**src/rtl/bus_grant_encoder_pkg.sv**
```systemverilog
// bus_enc_pkg: shared constants for the bus grant encoder.
//   ENC_FIXED / ENC_RR : selection mode values for the RR_MODE parameter
//   ERR_CNT_W          : width of the malformed-transfer counter
//   code_w(n)          : source index width for an n-bit request vector
package bus_enc_pkg;

    localparam int ENC_FIXED = 0;
    localparam int ENC_RR    = 1;
    localparam int ERR_CNT_W = 8;

    // Clamp so a degenerate width never yields a zero-width code.
    function automatic int code_w(input int n);
        return (n < 2) ? 1 : $clog2(n);
    endfunction

endpackage

```
**src/rtl/bus_grant_encoder_if.sv**
```systemverilog
// bus_grant_encoder_if: request/result handshake bundle for bus_grant_encoder.
//   in_valid/in_ready/req                  : request side (valid/ready)
//   out_valid/out_ready                    : result side (valid/ready)
//   out_code/out_none/out_multi            : registered result
//   err_cnt                                : malformed-transfer count
// Modports: slave = encoder side, master = producer/consumer side.
interface bus_grant_encoder_if #(
    parameter int N = 32
) ();
    import bus_enc_pkg::*;

    localparam int W = code_w(N);

    logic                 in_valid;
    logic                 in_ready;
    logic [N-1:0]         req;
    logic                 out_valid;
    logic                 out_ready;
    logic [W-1:0]         out_code;
    logic                 out_none;
    logic                 out_multi;
    logic [ERR_CNT_W-1:0] err_cnt;

    modport slave (
        input  in_valid, req, out_ready,
        output in_ready, out_valid, out_code, out_none, out_multi, err_cnt
    );

    modport master (
        output in_valid, req, out_ready,
        input  in_ready, out_valid, out_code, out_none, out_multi, err_cnt
    );

endinterface

```
**src/rtl/bus_grant_encoder_rr_pick.sv**
```systemverilog
// rr_pick: combinational rotate-and-search grant picker.
//   req   : request vector, bit i = source i wants the bus
//   ptr   : search start index (tie to 0 for lowest-bit-first priority)
//   idx   : first set bit at index >= ptr, wrapping past N-1; 0 when req == 0
//   none  : req is all zeros
//   multi : req has two or more bits set
module rr_pick
    import bus_enc_pkg::*;
#(
    parameter  int N = 32,
    localparam int W = code_w(N)
) (
    input  logic [N-1:0] req,
    input  logic [W-1:0] ptr,
    output logic [W-1:0] idx,
    output logic         none,
    output logic         multi
);

    localparam logic [W:0]   N_EXT = (W+1)'(N);
    localparam logic [N-1:0] ONE   = N'(1);

    logic [N-1:0] rot;
    logic [W-1:0] off;
    logic [W:0]   sum;

    // Rotate right by ptr so the search always starts at bit 0.
    assign rot = N'({req, req} >> ptr);

    // Descending scan; the last write is the lowest set bit.
    always_comb begin
        off = '0;
        for (int i = N - 1; i >= 0; i--) begin
            if (rot[i]) off = W'(i);
        end
    end

    // Un-rotate with an explicit modulo-N wrap, so non-power-of-two N
    // never produces an out-of-range index.
    assign sum   = {1'b0, ptr} + {1'b0, off};
    assign none  = ~|req;
    // Clearing the lowest set bit leaves something iff two or more were set.
    assign multi = |(req & (req - ONE));
    assign idx   = none ? '0 :
                   (sum >= N_EXT) ? W'(sum - N_EXT) : sum[W-1:0];

endmodule

```
**src/rtl/bus_grant_encoder.sv**
```systemverilog
// bus_grant_encoder: registered one-of-N request encoder with valid/ready
// handshake; fixed LSB-first priority or round-robin selection.
//   clock : rising-edge clock
//   clear : asynchronous active-low reset
//   bus   : bus_grant_encoder_if.slave (request in, registered result out)
// Parameters: N (2..64) request width, RR_MODE (ENC_FIXED / ENC_RR).
// Build option: define BUS_ENC_ERR_CNT_EN to build the saturating count of
// zero or multi-hot transfers on err_cnt; otherwise err_cnt is tied to 0.
module bus_grant_encoder
    import bus_enc_pkg::*;
#(
    parameter  int N       = 32,
    parameter  int RR_MODE = ENC_FIXED,
    localparam int W       = code_w(N)
) (
    input  logic                clock,
    input  logic                clear,
    bus_grant_encoder_if.slave  bus
);

    localparam logic [W-1:0] LAST = W'(N - 1);

    logic         out_valid_q;
    logic [W-1:0] code_q;
    logic         none_q;
    logic         multi_q;
    logic [W-1:0] ptr;
    logic [W-1:0] pick_ptr;
    logic [W-1:0] idx;
    logic         none;
    logic         multi;
    logic         in_ready;
    logic         xfer_in;

    // A new request may land in the same cycle the held result drains.
    assign in_ready = !out_valid_q || bus.out_ready;
    assign xfer_in  = bus.in_valid && in_ready;

    assign pick_ptr = (RR_MODE == ENC_RR) ? ptr : '0;

    rr_pick #(.N(N)) u_pick (
        .req   (bus.req),
        .ptr   (pick_ptr),
        .idx   (idx),
        .none  (none),
        .multi (multi)
    );

    always_ff @(posedge clock or negedge clear) begin
        if (!clear) begin
            out_valid_q <= 1'b0;
            code_q      <= '0;
            none_q      <= 1'b0;
            multi_q     <= 1'b0;
            ptr         <= '0;
        end else begin
            if (xfer_in) begin
                out_valid_q <= 1'b1;
                code_q      <= idx;
                none_q      <= none;
                multi_q     <= multi;
            end else if (bus.out_ready) begin
                out_valid_q <= 1'b0;
            end
            // Zero requests leave the pointer where it was.
            if (RR_MODE == ENC_RR && xfer_in && !none) begin
                ptr <= (idx == LAST) ? '0 : idx + W'(1);
            end
        end
    end

    assign bus.in_ready  = in_ready;
    assign bus.out_valid = out_valid_q;
    assign bus.out_code  = code_q;
    assign bus.out_none  = none_q;
    assign bus.out_multi = multi_q;

`ifdef BUS_ENC_ERR_CNT_EN
    logic [ERR_CNT_W-1:0] err_q;

    always_ff @(posedge clock or negedge clear) begin
        if (!clear) begin
            err_q <= '0;
        end else if (xfer_in && (none || multi) && (err_q != '1)) begin
            err_q <= err_q + ERR_CNT_W'(1);
        end
    end

    assign bus.err_cnt = err_q;
`else
    assign bus.err_cnt = '0;
`endif

endmodule

```
**src/flat_wrapper.sv**
```systemverilog
// flat-port wrapper written by rule: the top's interface ports become plain ports
module bus_grant_encoder_flat import bus_enc_pkg::*;
#(
    parameter  int N       = 32,
    parameter  int RR_MODE = ENC_FIXED,
    localparam int W       = code_w(N)
)
  (clock, clear, bus_in_valid, bus_req, bus_out_ready, bus_in_ready, bus_out_valid, bus_out_code, bus_out_none, bus_out_multi, bus_err_cnt);
  bus_grant_encoder_if #(.N(N)) bus_i ();
  input  logic clock;
  input  logic clear;
  input wire logic [$bits(bus_i.in_valid)-1:0] bus_in_valid;
  input wire logic [$bits(bus_i.req)-1:0] bus_req;
  input wire logic [$bits(bus_i.out_ready)-1:0] bus_out_ready;
  output wire logic [$bits(bus_i.in_ready)-1:0] bus_in_ready;
  output wire logic [$bits(bus_i.out_valid)-1:0] bus_out_valid;
  output wire logic [$bits(bus_i.out_code)-1:0] bus_out_code;
  output wire logic [$bits(bus_i.out_none)-1:0] bus_out_none;
  output wire logic [$bits(bus_i.out_multi)-1:0] bus_out_multi;
  output wire logic [$bits(bus_i.err_cnt)-1:0] bus_err_cnt;
  assign bus_i.in_valid = bus_in_valid;
  assign bus_i.req = bus_req;
  assign bus_i.out_ready = bus_out_ready;
  assign bus_in_ready = bus_i.in_ready;
  assign bus_out_valid = bus_i.out_valid;
  assign bus_out_code = bus_i.out_code;
  assign bus_out_none = bus_i.out_none;
  assign bus_out_multi = bus_i.out_multi;
  assign bus_err_cnt = bus_i.err_cnt;
  bus_grant_encoder #(.N(N), .RR_MODE(RR_MODE)) u_core (.clock(clock), .clear(clear), .bus(bus_i));
endmodule
```
**config.mk**
```make
export PLATFORM = sky130hd
export DESIGN_NAME = bus_grant_encoder_flat
export DESIGN_NICKNAME = d
export VERILOG_FILES = /design/src/rtl/bus_grant_encoder_pkg.sv /design/src/rtl/bus_grant_encoder_if.sv /design/src/rtl/bus_grant_encoder_rr_pick.sv /design/src/rtl/bus_grant_encoder.sv /design/src/flat_wrapper.sv
export SDC_FILE = /design/constraint.sdc
export NUM_CORES = 1
export LEC_CHECK = 0
export ABC_CLOCK_PERIOD_IN_PS = 1700
export BUFFER_PORTS_ARGS = -buffer_cell sky130_fd_sc_hd__buf_2
export CAP_MARGIN = 20
export CORE_ASPECT_RATIO = 1.1
export CORE_MARGIN = 2
export CORE_UTILIZATION = 46
export CTS_CLUSTER_DIAMETER = 60
export CTS_CLUSTER_SIZE = 24
export DETAILED_ROUTE_END_ITERATION = 12
export GPL_TIMING_DRIVEN = 0
export PLACE_DENSITY = 0.8
export RECOVER_POWER = 100
export SLEW_MARGIN = 40
export SYNTH_ARGS = -nofsm -noshare
export SYNTH_HDL_FRONTEND = slang
export SYNTH_SLANG_ARGS = --single-unit
```
**constraint.sdc**
```tcl
create_clock -name clock -period 1.7 [get_ports clock]
set_input_delay 0.51 -clock clock [delete_from_list [all_inputs] [get_ports clock]]
set_output_delay 0.51 -clock clock [all_outputs]
set_load 0.01 [all_outputs]
```
==> impl_results.md <==
- DP Area: 1391 um^2
- Flop pwr share: 31.7%
- Final worst setup slack: -0.1850 ns
- RSZ-0062 raised after global routing: true
- Worst vdd ir: 0.2797 mV
- Final Power: 0.0006464 W
- Switching part of the total power: 37.58%
- Pin count of the biggest net entering global routing: 11
- Clock Pin Slew Worst Setup and Hold Paths: 0.05 ns
- Failing checks: negative setup slack
- Final period util: 110.9%
- Pre-CTS WS: -0.5505 ns
- FFs w/ async S/R, synth: 100.0%
- Yosys top cell area share: 18.18%
- Largest cells by area after synthesis: dfrtp_1, a21oi_1, o21ai_0
- CP startpoint kind: primary input
- Pre-Repair DR Iteration Count: 4
- Predominant post-synthesis flop cell: dfrtp_1
- Psw: 0.0002429 W
- Final Max Slew Viols: 0
- Internal: 0.0004035 W
- P&R area growth vs syn: 56.36%
- Layout cell share with drive strength beyond 1: 36.44%
- DRC Markers: 0
- 1st-iter DRT viols: 63
- Max_cap viols: 0
- Cell repeated most along the worst path: a21oi_1
- Slew HR: 64.87%
- Cts bufs inserted: 3
- Fin area: 1722 um^2
- Outcome: finished, violations left
- Crit path DAT: 2.01 ns
- Crit Path Category: primary input to flop
- Number of global-route vias before repair: 1,377
- Setup violations, final: 5
- Metal1 wirelength: 1.496 mm
- Post-Syn Area: 1101 um^2
- Clk buf depth: 2
- Initial Utilization: 48.89%
- Hold_buf cts: 0
- Seq cells post-synth: 8
- Routed Antenna Nets: 0
- Via Count: 1,567
- Hold Crit Class: primary input to async pin
- TritonCTS clock tree: built
- Clk_lat worst skew: 0.26 ns
- Initial antenna violation count: 0
- PD cells: 375.4 nW/um^2
- Diode count: 0
- Core ar.: 2252 um^2
- Post-synthesis sequential area ratio: 18.18%
- Logic pwr share: 45.6%
- First-pass GRT wire length: 6.154 mm
- FP Rows: 18
- Final Util: 76.44%
- Post-DP HPWL: 2.590 mm
- Avg Inst Size Synth: 7.196 um^2
- Slowest stage delay, CP: 0.36 ns
- Ports: 53
- Final hold violation count: 0
- Fillers: 180
- Synth area leader: dfrtp_1
- Clock sinks: 8
- Met3 WL: 262 um
- Metal2 WL: 2.106 mm
- CP max FO: 7
- GPL Wtd Cong: 0.8820
- I/O Buffers: 44
- Synth cell count leaders: nand2_1, a21oi_1, nor2_1
- Total GRT Usage: 27.60%
- Die W: 50.65 um
- FMAX: 530.5 MHz
- Clock power frac: 22.7%
- Worst Path Required: 1.83 ns
- Slowest cell on crit path: nor3_4
- Die area: 2801 um^2
- Final setup TNS: -0.7141 ns
- Root Buffer: clkbuf_4
- Total Wirelength: 4.138 mm
- Shortest period the worst path allows: 1.885 ns
- Nets: 263
- Mapped Cells: 153
- Clk_skew: 0.001115 ns
- YS warnings: 0
- Leakage: 0.7116 nW
- Chip height: 55.31 um
- Most common cell in the synthesized netlist: nand2_1
- Worst-Margin Slew: 0.5269 ns
- Max Used Layer: met4
- GRT overflow: 0
- Via-per-instance ratio: 6.145
- EDFF count, synth: 0
- Critical Path End Type: flop
- CP Cell Sequence: buf_8 > nor4_4 > buf_4 > nand4_4 > nor3_4 > a2111oi_4 > a21oi_1 > a21oi_1
- Post-synthesis cell type count: 35
- Wire per inst: 16.23 um
- H-Tree Depth: 1
[final timing paths]
check	cells after the start	end	startpoint	slack (ns)
min in group clock	2	u_core.bus.out_valid	bus_in_valid	0.48
worst min-delay path	1	u_core.bus.out_code[0]	clear	0.15
worst max-delay path	8	u_core.bus.out_code[0]	bus_req[8]	-0.19
worst max register to register	6	u_core.bus.out_code[0]	u_core.bus.out_valid	0.04
max in group asynchronous	1	u_core.bus.out_valid	clear	1.27
worst min register to register	2	u_core.bus.out_code[3]	u_core.bus.out_code[3]	0.50
[logic make-up after synthesis]
kind of cell	synth area share, %
flops	18.18
buf+inv	8.863
fa+ha+maj	1.818
other cells	0.3406
compound gates	30.23
simple gates	39.55
mux	1.023
[flip-flops by register name (all words and copies together), names as in the netlist]
signal / count
u_core.bus.out_multi: 1
u_core.bus.out_valid: 1
u_core.bus.out_code: 5
u_core.bus.out_none: 1
[critical path, delay by kind of cell]
| family | cells | cell delay [ns] |
|---|---|---|
| AND/OR/NAND/NOR | 3 | 0.85 |
| AO/OA/AOI/OAI | 3 | 0.35 |
| buffers and inverters | 2 | 0.29 |
[cell type report]
cell class	count	area [um^2]	area share, %
inverter	9	33.78	1.962
tap	30	37.54	2.180
sequential	8	200.2	11.63
timing repair buffer	62	407.9	23.69
clock buffer	3	22.52	1.308
buffer	9	63.81	3.706
multi-input combinational	134	955.9	55.52
[repair_timing]
item	4_1_cts	5_1_grt
resized for setup	25	18
setup buffers	13	5
setup endpoints to repair	5	4
pin swaps	15	13
[power by group through the flow]
stage	Combinational, W	Sequential, W	Clock [W]
6_report	0.000295	0.000205	0.000147
5_1_grt	0.000316	0.000205	0.000152
4_1_cts	0.000263	0.000204	0.000140
3_5_place_dp	0.000229	0.000207	0
3_3_place_gp	0.000222	0.000206	0
2_1_floorplan	0.000102	0.000210	0
[placed cells by master, fill, tap and decap left out, drive strengths merged, types with 3 or more instances in the layout]
cell type / instances
conb: 8
nand2: 16
nor2: 15
nand4: 3
nor3: 13
dfrtp: 8
nand4b: 3
inv: 9
clkbuf: 14
o31ai: 5
a2111oi: 4
nand2b: 3
a21oi: 15
o21ai: 14
nand3: 3
buf: 60
nor4: 13
[metrics by stage]
step / instances / hold WS (ns)
2_1_floorplan: 160 / 0.2144
3_3_place_gp: 234 / 0.3559
3_5_place_dp: 234 / 0.3554
4_1_cts: 250 / 0.09038
5_1_grt: 255 / 0.1732
6_report: 255 / 0.1465
[metal layers]
metal | track usage [%] | vias up
met5 | 0 | -
met4 | 14.67 | 0
met3 | 0.8108 | 28
met2 | 47.18 | 95
met1 | 34.63 | 719
li1 | - | 725
Power figures use the tool's default switching activity.
